File: config.mk
export PLATFORM = sky130hd
export DESIGN_NAME = seq_detect_ctrl
export DESIGN_NICKNAME = d
export VERILOG_FILES = /design/src/rtl/seq_det_pkg.sv /design/src/rtl/seq_det_shifter.sv /design/src/rtl/seq_detect_ctrl.sv
export SDC_FILE = /design/constraint.sdc
export NUM_CORES = 1
export LEC_CHECK = 0
export ABC_AREA = 1
export ABC_CLOCK_PERIOD_IN_PS = 3200
export BUFFER_PORTS_ARGS = -buffer_cell sky130_fd_sc_hd__buf_2
export CAP_MARGIN = 20
export CORE_ASPECT_RATIO = 1.1
export CORE_MARGIN = 5
export CORE_UTILIZATION = 62
export CTS_BUF_LIST = sky130_fd_sc_hd__clkbuf_8
export DETAILED_ROUTE_END_ITERATION = 10
export GPL_ROUTABILITY_DRIVEN = 0
export PLACE_DENSITY_LB_ADDON = 0.2
export RECOVER_POWER = 50
export SETUP_SLACK_MARGIN = 0.15
export SYNTH_ARGS = -nofsm -noshare
export SYNTH_HDL_FRONTEND = slang
export SYNTH_HIERARCHICAL = 1
export SYNTH_SLANG_ARGS = --single-unit
File: constraint.sdc
create_clock -name clk -period 3.2 [get_ports clk]
set_input_delay 0.32 -clock clk [delete_from_list [all_inputs] [get_ports clk]]
set_output_delay 0.32 -clock clk [all_outputs]
set_load 0.005 [all_outputs]
File: src/rtl/seq_det_pkg.sv
// seq_det_pkg -- shared types and constants for the serial pattern detector.
//   state_e   : controller FSM state encoding
//   WD_LIMIT  : watchdog terminal count (valid bits without a hit)
package seq_det_pkg;

  typedef enum logic [1:0] {
    ST_IDLE       = 2'd0,
    ST_CONFIGURED = 2'd1,
    ST_RUN        = 2'd2,
    ST_DONE       = 2'd3
  } state_e;

  localparam logic [15:0] WD_LIMIT = 16'hFFFF;

endpackage

File: src/rtl/seq_det_shifter.sv
// seq_det_shifter -- history shift register, fill counter and pattern compare.
// Ports:
//   clk, reset    : clock, asynchronous active-low reset
//   clear_i       : synchronous clear of history and fill count
//   shift_en_i    : shift xin_i into the history this cycle
//   xin_i         : serial data bit
//   overlap_i     : 1 = keep history/fill after a match, 0 = restart fill
//   pattern_i     : pattern to detect, MSB is the oldest bit
//   match_o       : combinational; the bit being shifted completes a match
module seq_det_shifter #(
  parameter int unsigned PAT_W = 4
) (
  input  logic             clk,
  input  logic             reset,
  input  logic             clear_i,
  input  logic             shift_en_i,
  input  logic             xin_i,
  input  logic             overlap_i,
  input  logic [PAT_W-1:0] pattern_i,
  output logic             match_o
);

  localparam int unsigned       FILL_W    = $clog2(PAT_W + 1);
  localparam logic [FILL_W-1:0] FILL_FULL = FILL_W'(PAT_W);

  logic [PAT_W-1:0]  hist_q, hist_d;
  logic [FILL_W-1:0] fill_q, fill_inc;

  // Match is evaluated on the post-shift view so the registered hit can
  // appear the cycle right after the completing sample.
  always_comb begin
    hist_d   = {hist_q[PAT_W-2:0], xin_i};
    fill_inc = (fill_q == FILL_FULL) ? fill_q : fill_q + 1'b1;
    match_o  = shift_en_i && (fill_inc == FILL_FULL) && (hist_d == pattern_i);
  end

  always_ff @(posedge clk or negedge reset) begin
    if (!reset) begin
      hist_q <= '0;
      fill_q <= '0;
    end else if (clear_i) begin
      hist_q <= '0;
      fill_q <= '0;
    end else if (shift_en_i) begin
      hist_q <= hist_d;
      fill_q <= (match_o && !overlap_i) ? '0 : fill_inc;
    end
  end

endmodule

File: src/rtl/seq_detect_ctrl.sv
// seq_detect_ctrl -- configurable serial pattern detector with match counter.
// Optional watchdog: define SEQ_DETECT_CTRL_TIMEOUT_EN to build it; otherwise
// timeout is tied low.
// Ports:
//   clk, reset                : clock, asynchronous active-low reset
//   cfg_valid/cfg_pattern/cfg_overlap/cfg_target : configuration write
//   start, abort              : arm detection / return to IDLE (abort wins)
//   xin, xin_valid            : qualified serial data
//   cfg_ready, busy           : IDLE|CONFIGURED, RUN
//   hit, done                 : registered one-cycle pulses
//   match_cnt                 : matches since start
//   timeout                   : watchdog flag
module seq_detect_ctrl
  import seq_det_pkg::*;
#(
  parameter int unsigned PAT_W = 4,
  parameter int unsigned CNT_W = 8
) (
  input  logic             clk,
  input  logic             reset,
  input  logic             cfg_valid,
  input  logic [PAT_W-1:0] cfg_pattern,
  input  logic             cfg_overlap,
  input  logic [CNT_W-1:0] cfg_target,
  input  logic             start,
  input  logic             abort,
  input  logic             xin,
  input  logic             xin_valid,
  output logic             cfg_ready,
  output logic             busy,
  output logic             hit,
  output logic [CNT_W-1:0] match_cnt,
  output logic             done,
  output logic             timeout
);

  state_e           state_q, state_d;
  logic [PAT_W-1:0] pattern_q;
  logic             overlap_q;
  logic [CNT_W-1:0] target_q;
  logic [CNT_W-1:0] cnt_q, cnt_d, cnt_inc;
  logic             hit_q, done_q;
  logic             cfg_load, run_start, shift_en, match, reach;

  // abort gates everything so a completing bit in the abort cycle is lost.
  assign run_start = !abort && start &&
                     ((state_q == ST_CONFIGURED) || (state_q == ST_DONE));
  assign shift_en  = !abort && (state_q == ST_RUN) && xin_valid;

  seq_det_shifter #(.PAT_W(PAT_W)) u_shifter (
    .clk       (clk),
    .reset     (reset),
    .clear_i   (run_start),
    .shift_en_i(shift_en),
    .xin_i     (xin),
    .overlap_i (overlap_q),
    .pattern_i (pattern_q),
    .match_o   (match)
  );

  always_comb begin
    cnt_inc  = (cnt_q == '1) ? cnt_q : cnt_q + 1'b1;
    reach    = match && (target_q != '0) && (cnt_inc == target_q);
    cnt_d    = run_start ? '0 : (match ? cnt_inc : cnt_q);
    state_d  = state_q;
    cfg_load = 1'b0;
    if (abort) begin
      state_d = ST_IDLE;
    end else begin
      case (state_q)
        ST_IDLE: begin
          if (cfg_valid) begin
            cfg_load = 1'b1;
            state_d  = ST_CONFIGURED;
          end
        end
        ST_CONFIGURED: begin
          cfg_load = cfg_valid;
          if (start) state_d = ST_RUN;
        end
        ST_RUN: begin
          if (reach) state_d = ST_DONE;
        end
        ST_DONE: begin
          if (start) begin
            state_d = ST_RUN;
          end else if (cfg_valid) begin
            cfg_load = 1'b1;
            state_d  = ST_CONFIGURED;
          end
        end
        default: state_d = ST_IDLE;
      endcase
    end
  end

  always_ff @(posedge clk or negedge reset) begin
    if (!reset) begin
      state_q   <= ST_IDLE;
      pattern_q <= '0;
      overlap_q <= 1'b0;
      target_q  <= '0;
      cnt_q     <= '0;
      hit_q     <= 1'b0;
      done_q    <= 1'b0;
    end else begin
      state_q <= state_d;
      cnt_q   <= cnt_d;
      hit_q   <= match;
      done_q  <= reach;
      if (cfg_load) begin
        pattern_q <= cfg_pattern;
        overlap_q <= cfg_overlap;
        target_q  <= cfg_target;
      end
    end
  end

  assign cfg_ready = (state_q == ST_IDLE) || (state_q == ST_CONFIGURED);
  assign busy      = (state_q == ST_RUN);
  assign hit       = hit_q;
  assign done      = done_q;
  assign match_cnt = cnt_q;

`ifdef SEQ_DETECT_CTRL_TIMEOUT_EN
  logic [15:0] wd_q, wd_d;
  logic        timeout_q, timeout_d;

  // Counts valid bits seen in RUN/DONE since the last hit or start; the flag
  // is sticky until start/abort.
  always_comb begin
    wd_d      = wd_q;
    timeout_d = timeout_q;
    if (abort || run_start) begin
      wd_d      = '0;
      timeout_d = 1'b0;
    end else if (match) begin
      wd_d = '0;
    end else if (xin_valid && ((state_q == ST_RUN) || (state_q == ST_DONE)) &&
                 (wd_q != WD_LIMIT)) begin
      wd_d = wd_q + 16'd1;
      if (wd_d == WD_LIMIT) timeout_d = 1'b1;
    end
  end

  always_ff @(posedge clk or negedge reset) begin
    if (!reset) begin
      wd_q      <= '0;
      timeout_q <= 1'b0;
    end else begin
      wd_q      <= wd_d;
      timeout_q <= timeout_d;
    end
  end

  assign timeout = timeout_q;
`else
  assign timeout = 1'b0;
`endif

endmodule

Yosys cells after proc, flatten, opt, wreduce, memory -nomap -nowiden

Cells that the tools add are included.

Shift-type cells: 0
Bitwise gates (word level): 0
Magnitude comparators: 0
Reduce and logical (&&, ||, !) cells: 18
Div/mod/pow operators: 0
Eq/ne operators: 10
$add $sub $neg: 2
Muxes and demuxes: 19
$mul: 0

Operator list:

| cell                                                  | number |
|---|---|
| two-way mux 8 bit                                     | 3 |
| two-way mux 3 bit                                     | 6 |
| two-way mux 2 bit                                     | 5 |
| logical AND 1 bit                                     | 9 |
| adder 8 x 1 -> 8 bit, second input constant           | 1 |
| == test 8 bit                                         | 1 |
| == test 8 bit, second input constant                  | 1 |
| one-hot mux 2 bit (4 select lines)                    | 1 |
| nonzero test 8 bit                                    | 1 |
| == test 3 bit, second input constant                  | 2 |
| == test 2 bit, second input constant                  | 2 |
| == test 4 bit                                         | 1 |
| nonzero test 2 bit                                    | 2 |
| adder 3 x 1 -> 3 bit, second input constant           | 1 |
| two-way mux 1 bit                                     | 3 |
| inequality test 3 x 2 -> 1 bit, second input constant | 1 |
| inequality test 3 bit, second input constant          | 1 |
| one-hot mux 1 bit (3 select lines)                    | 1 |
| == test 2 x 1 -> 1 bit, second input constant         | 1 |
| zero test 1 bit                                       | 2 |
| zero test 2 bit                                       | 1 |
| logical OR 1 bit                                      | 2 |
| AND reduction 2 bit                                   | 1 |

Output and inout port bits: 13
Memories: 0
Input bits: 20
Flip-flop bits (word level): 31
Memory bits (read-only): 0
Latch bits: 0
RAM bits: 0

Depth between registers and ports, before layout

Depth after elaboration: 10
Mapped depth: 18

Cells and area by module

Netlist, hierarchy kept.

Modules (own cells, without submodules):

| module          | area each (um^2) | times used | cells an instance | sequential area each (um^2) |
|---|---|---|---|---|
| seq_detect_ctrl | 1468.9           | 1          | 191               | 625.6 |
| seq_det_shifter | 404.1            | 1          | 55                | 150.1 |

Worst setup path before layout

Ideal clock, no wire load.

Path kind: register to register
Start: reg state_q[1]
End: reg state_q[0]
Arrival time: 1.966 ns
Cell stages (with the launch flop): 19
Period minus slack after synthesis: 2.032 ns
Slack: 1.168 ns
Path through: dfrtp_1 > inv_1 > nor2_1 > nand2_1 > nor2_1 > nand2_1 > nor2_1 > nand3_2 > nor2_2 > inv_1 > nor2_1 > nand2_1 > inv_1 > nand2_1 > nor2_1 > nand3_1 > nand2_1 > nand3_1 > nand2_1

Word-level cells in the longest chain between the ends: 9
Elaborated cells between the ends (all ways): 15

RTL lines:

| what                                     | RTL line               | text |
|---|---|---|
| start, declared                          | seq_detect_ctrl.sv:37  | `state_e state_q, state_d;` |
| start signal, assigned                   | seq_detect_ctrl.sv:107 | `state_q <= state_d;` |
| == test 2 bit                            | n/a                    |  |
| named net busy                           | seq_detect_ctrl.sv:30  | `output logic busy,` |
| logical AND 1 bit (2 in series)          | seq_detect_ctrl.sv:48  | `assign shift_en = !abort && (state_q == ST_RUN) && xin_valid;` |
| named net shift_en                       | seq_detect_ctrl.sv:43  | `logic cfg_load, run_start, shift_en, match, reach;` |
| logical AND 1 bit (2 in series)          | seq_det_shifter.sv:34  | `match_o = shift_en_i && (fill_inc == FILL_FULL) && (hist_d == pattern_i);` |
| named net match                          | seq_detect_ctrl.sv:43  |  |
| logical AND 1 bit (2 in series)          | seq_detect_ctrl.sv:63  | `reach = match && (target_q != '0) && (cnt_inc == target_q);` |
| inequality test 3 x 2 -> 1 bit (no line) | n/a                    |  |
| AND reduction 2 bit (no line)            | n/a                    |  |

The timed path passes the listed nets, and every way through them passes these cells.
A chain may end at the register's enable or synchronous reset.

Worst setup path in the final report

Start: reg state_q[1]
End: reg state_q[0]

Word-level cells in the longest chain between the ends: 9
Elaborated cells between the ends (all ways): 15

RTL lines:

| what                                     | RTL line |
|---|---|
| == test 2 bit                            | seq_detect_ctrl.sv:48 |
| logical AND 1 bit (2 in series)          | seq_detect_ctrl.sv:48 |
| named net shift_en                       | seq_detect_ctrl.sv:43 |
| logical AND 1 bit (2 in series)          | seq_det_shifter.sv:34 |
| named net match                          | seq_detect_ctrl.sv:43 |
| logical AND 1 bit (2 in series)          | seq_detect_ctrl.sv:63 |
| inequality test 3 x 2 -> 1 bit (no line) | n/a |
| AND reduction 2 bit (no line)            | n/a |

The timed path passes the listed nets, and every way through them passes these cells.

==> out/metrics.yaml <==
path_clk_slew_ns: 0.06
antenna_found_initial: 0
cap_violations: 1
nets: 303
synth_cell_types: 29
finalSetupTns_ns: 0
clock_path_buffers: 2
vias_per_cell: 5.204
cp_num_buf_inv: 3
cts_num_sinks: 31
avgSynthCellArea_um2: 7.614
hold_depth: 2
floorplan.die_area_mm2: 0.004221
setup_violations: 0
crit_path_max_fanout: 9
drt-total-wl_um: 3799
firstDrtPassIters: 4
hold_buffers: 0
synthesis.nets: 269
core_area_mm2: 0.002969
max_freq_mhz: 436.1
die-height_um: 67.65
violations: "max-capacitance violations, max-slew violations"
pwr-share-clk_pct: 22.6
ant_nets: 0
grtUsageTotal_pct: 20.09
postCtsSetupRepairBufs: 0
io_pins: 33
io_buffers: 31
stdcell_count: 313
path_class: "flip-flop to flip-flop"
rows: 21
dpl.hpwl_um: 2995
min_period_ns: 2.293
overflow: 0
cp_top_family: "simple AND/OR/NAND/NOR gates"
power_switching_w: 0.0004036
p_int_w: 0.0007761
ir_drop_v: 0.0005106
post_cts_resized: 0
grt_pass1_vias: 1566
place_inst: 307
arrival_ns: 2.51
grt_max_degree: 32
status: "finished with violations"
drive_above_1_share_pct: 22.22
ys_ff_latch: 31
insertion_delay_ns: 0.28
p_per_area_mw_per_mm2: 558.9
hold_path_class: "primary input to flip-flop"
diodes: 0
hold_viol_final: 0
ys.flop_type: "dfrtp_1"
start_util_pct: 63.08
fin_crit_sh_pct: 71.65
cts_buffers: 5
power.leakage_nw: 1.123
r2r_cells: 18
path_common_cell: "nand2_1"
maxSlewHeadroom_pct: -7.823
synth.yosys.warnings: 6
grt_pass1_wl_um: 6520
fin_ws_ns: 0.9071
avgRoutedWirePerCell_um: 12.14
rsz0062_at_grt: "no"
clock-root-buffer: "clkbuf_8"
finalMaxSlewViolations: 32
first_iter_violations: 68
startpoint_type: "flip-flop"
area_delta_synth_final_pct: 12.69
p_sw_share_pct: 34.21
seqPwrFrac_pct: 46.9
syn_area_mm2: 0.001873
synthArstFlopShare_pct: 100.0
yosysSeqAreaShare_pct: 41.42
die_x_um: 62.41
utilization_pct: 71.09
fin_skew_ns: 0.006670
required_ns: 3.42
cts_tree: "built"
cp_slowest_cell: "dfrtp_1"
comb_power_share_pct: 30.5
place_ws_ns: 0.9660
vias: 1629
slowest_delay_ns: 0.41
path_cells: "inv_1, nor2_1, nand2_1, nor2_1, nand2_1, nor2_1, nand3_2, nor2_2, inv_1, nor2_1, nand2_1, inv_1, nand2_1, nor2_1, nand3_1, nand2_1, nand3_1, nand2_1"
worst_pin_slew_ns: 1.617
synth-edff-count: 0
drc: 0
cp-end-kind: "flip-flop"
h-tree-depth: 2
postSynthCellCount: 246
cp.depth: 18
==> cell usage in the layout, fill, tap and decap left out <==
| cell type | netlist | layout |
|---|---|---|
| o21ai_0 | 4 | 4 |
| nor4_1 | 2 | 2 |
| nand3_2 | 4 | 4 |
| nand3b_1 | 1 | 1 |
| nor2_2 | 1 | 1 |
| conb_1 | 1 | 1 |
| xor2_1 | 1 | 1 |
| nor2_1 | 25 | 25 |
| clkbuf_1 | 1 | 2 |
| xnor2_1 | 3 | 3 |
| inv_2 | 5 | 5 |
| nor2_8 | 1 | 1 |
| ha_1 | 3 | 3 |
| a221oi_1 | 1 | 1 |
| nor2_4 | 2 | 2 |
| nand2_1 | 55 | 55 |
| o21ai_1 | 2 | 2 |
| clkbuf_8 | 0 | 5 |
| mux2_2 | 7 | 7 |
| a21oi_1 | 7 | 7 |
| inv_1 | 39 | 40 |
| nand4_1 | 5 | 5 |
| nand2_2 | 6 | 6 |
| nand3_1 | 25 | 25 |
| buf_2 | 0 | 29 |
| nor3_1 | 3 | 3 |
| dfrtp_1 | 31 | 31 |
| o21ai_2 | 2 | 2 |
| o22ai_1 | 6 | 6 |
==> per-stage QoR <==
| step | power (W) | cell area, µm² | hold slack [ns] |
|---|---|---|---|
| finish | 0.001180 | 2111 | 0.2645 |
| global route | 0.001282 | 2111 | 0.2680 |
| CTS | 0.001194 | 2113 | 0.09572 |
| detailed placement | 0.0009228 | 2041 | 0.3935 |
| global placement | 0.0009110 | 2041 | 0.3912 |
| floorplan | 0.0008219 | 1873 | 0.02441 |
==> state kept, by name, summed over array words and instances (netlist names) <==
name,cells
match_cnt,8
target_q,8
pattern_q,4
u_shifter/fill_q,3
u_shifter/hist_q,3
state_q,2
done,1
hit,1
overlap_q,1
==> layout make-up <==
type                    count  area, µm²
clock buffers               5      68.82
fillers                   255      858.3
repair buffers             31      152.6
inverters                  44      165.2
clock inverters             1      3.754
well taps                  34      42.54
flip-flops and latches     31      775.7
multi-input cells         167      902.1
==> cells by family after synthesis <==
family                   Yosys count  synth area share (%)
AO/OA/AOI/OAI                     22                 6.881
XOR/XNOR                           4                 1.871
adder cells (fa/ha/maj)            3                 2.004
buffers and inverters             48                 10.42
flip-flops                        31                 41.42
multiplexers                       7                 4.209
other                              1                0.2002
AND/OR/NAND/NOR                  130                 33.00
==> path summary, 6_finish.rpt <==
| kind | start | slack (ns) | end |
|---|---|---|---|
| max in group asynchronous | reset | 1.81 | u_shifter/fill_q[0] |
| min in group asynchronous | reset | 0.45 | target_q[0] |
| min reg2reg | pattern_q[1] | 0.52 | pattern_q[1] |
| max | state_q[1] | 0.91 | state_q[0] |
| max reg2reg | state_q[1] | 0.91 | state_q[0] |
| min | abort | 0.26 | state_q[1] |
==> synthesized netlist by cell type, types with 5 or more instances <==
cell type | n | area, µm²
a21oi_1 | 7 | 35.03
dfrtp_1 | 31 | 775.7
inv_1 | 39 | 146.4
inv_2 | 5 | 18.77
mux2_2 | 7 | 78.83
nand2_1 | 55 | 206.5
nand2_2 | 6 | 37.54
nand3_1 | 25 | 125.1
nand4_1 | 5 | 31.28
nor2_1 | 25 | 93.84
o22ai_1 | 6 | 37.54
==> power by group through the flow <==
stage / Combinational, W / Clock, W / Sequential (W)
global placement: 0.000356 / 0 / 0.000555
global route: 0.000418 / 0.000298 / 0.000566
detailed placement: 0.000364 / 0 / 0.000559
floorplan: 0.000278 / 0 / 0.000544
finish: 0.000360 / 0.000266 / 0.000554
CTS: 0.000366 / 0.000275 / 0.000553
==> layer usage <==
metal / routed length, µm / GRT usage (%)
met1: 1561 / 21.53
met2: 1954 / 36.14
met3: 184 / 5.324
met4: 99 / 11.41
met5: 0 / 0
No activity file was read; power rests on OpenSTA's default activity.
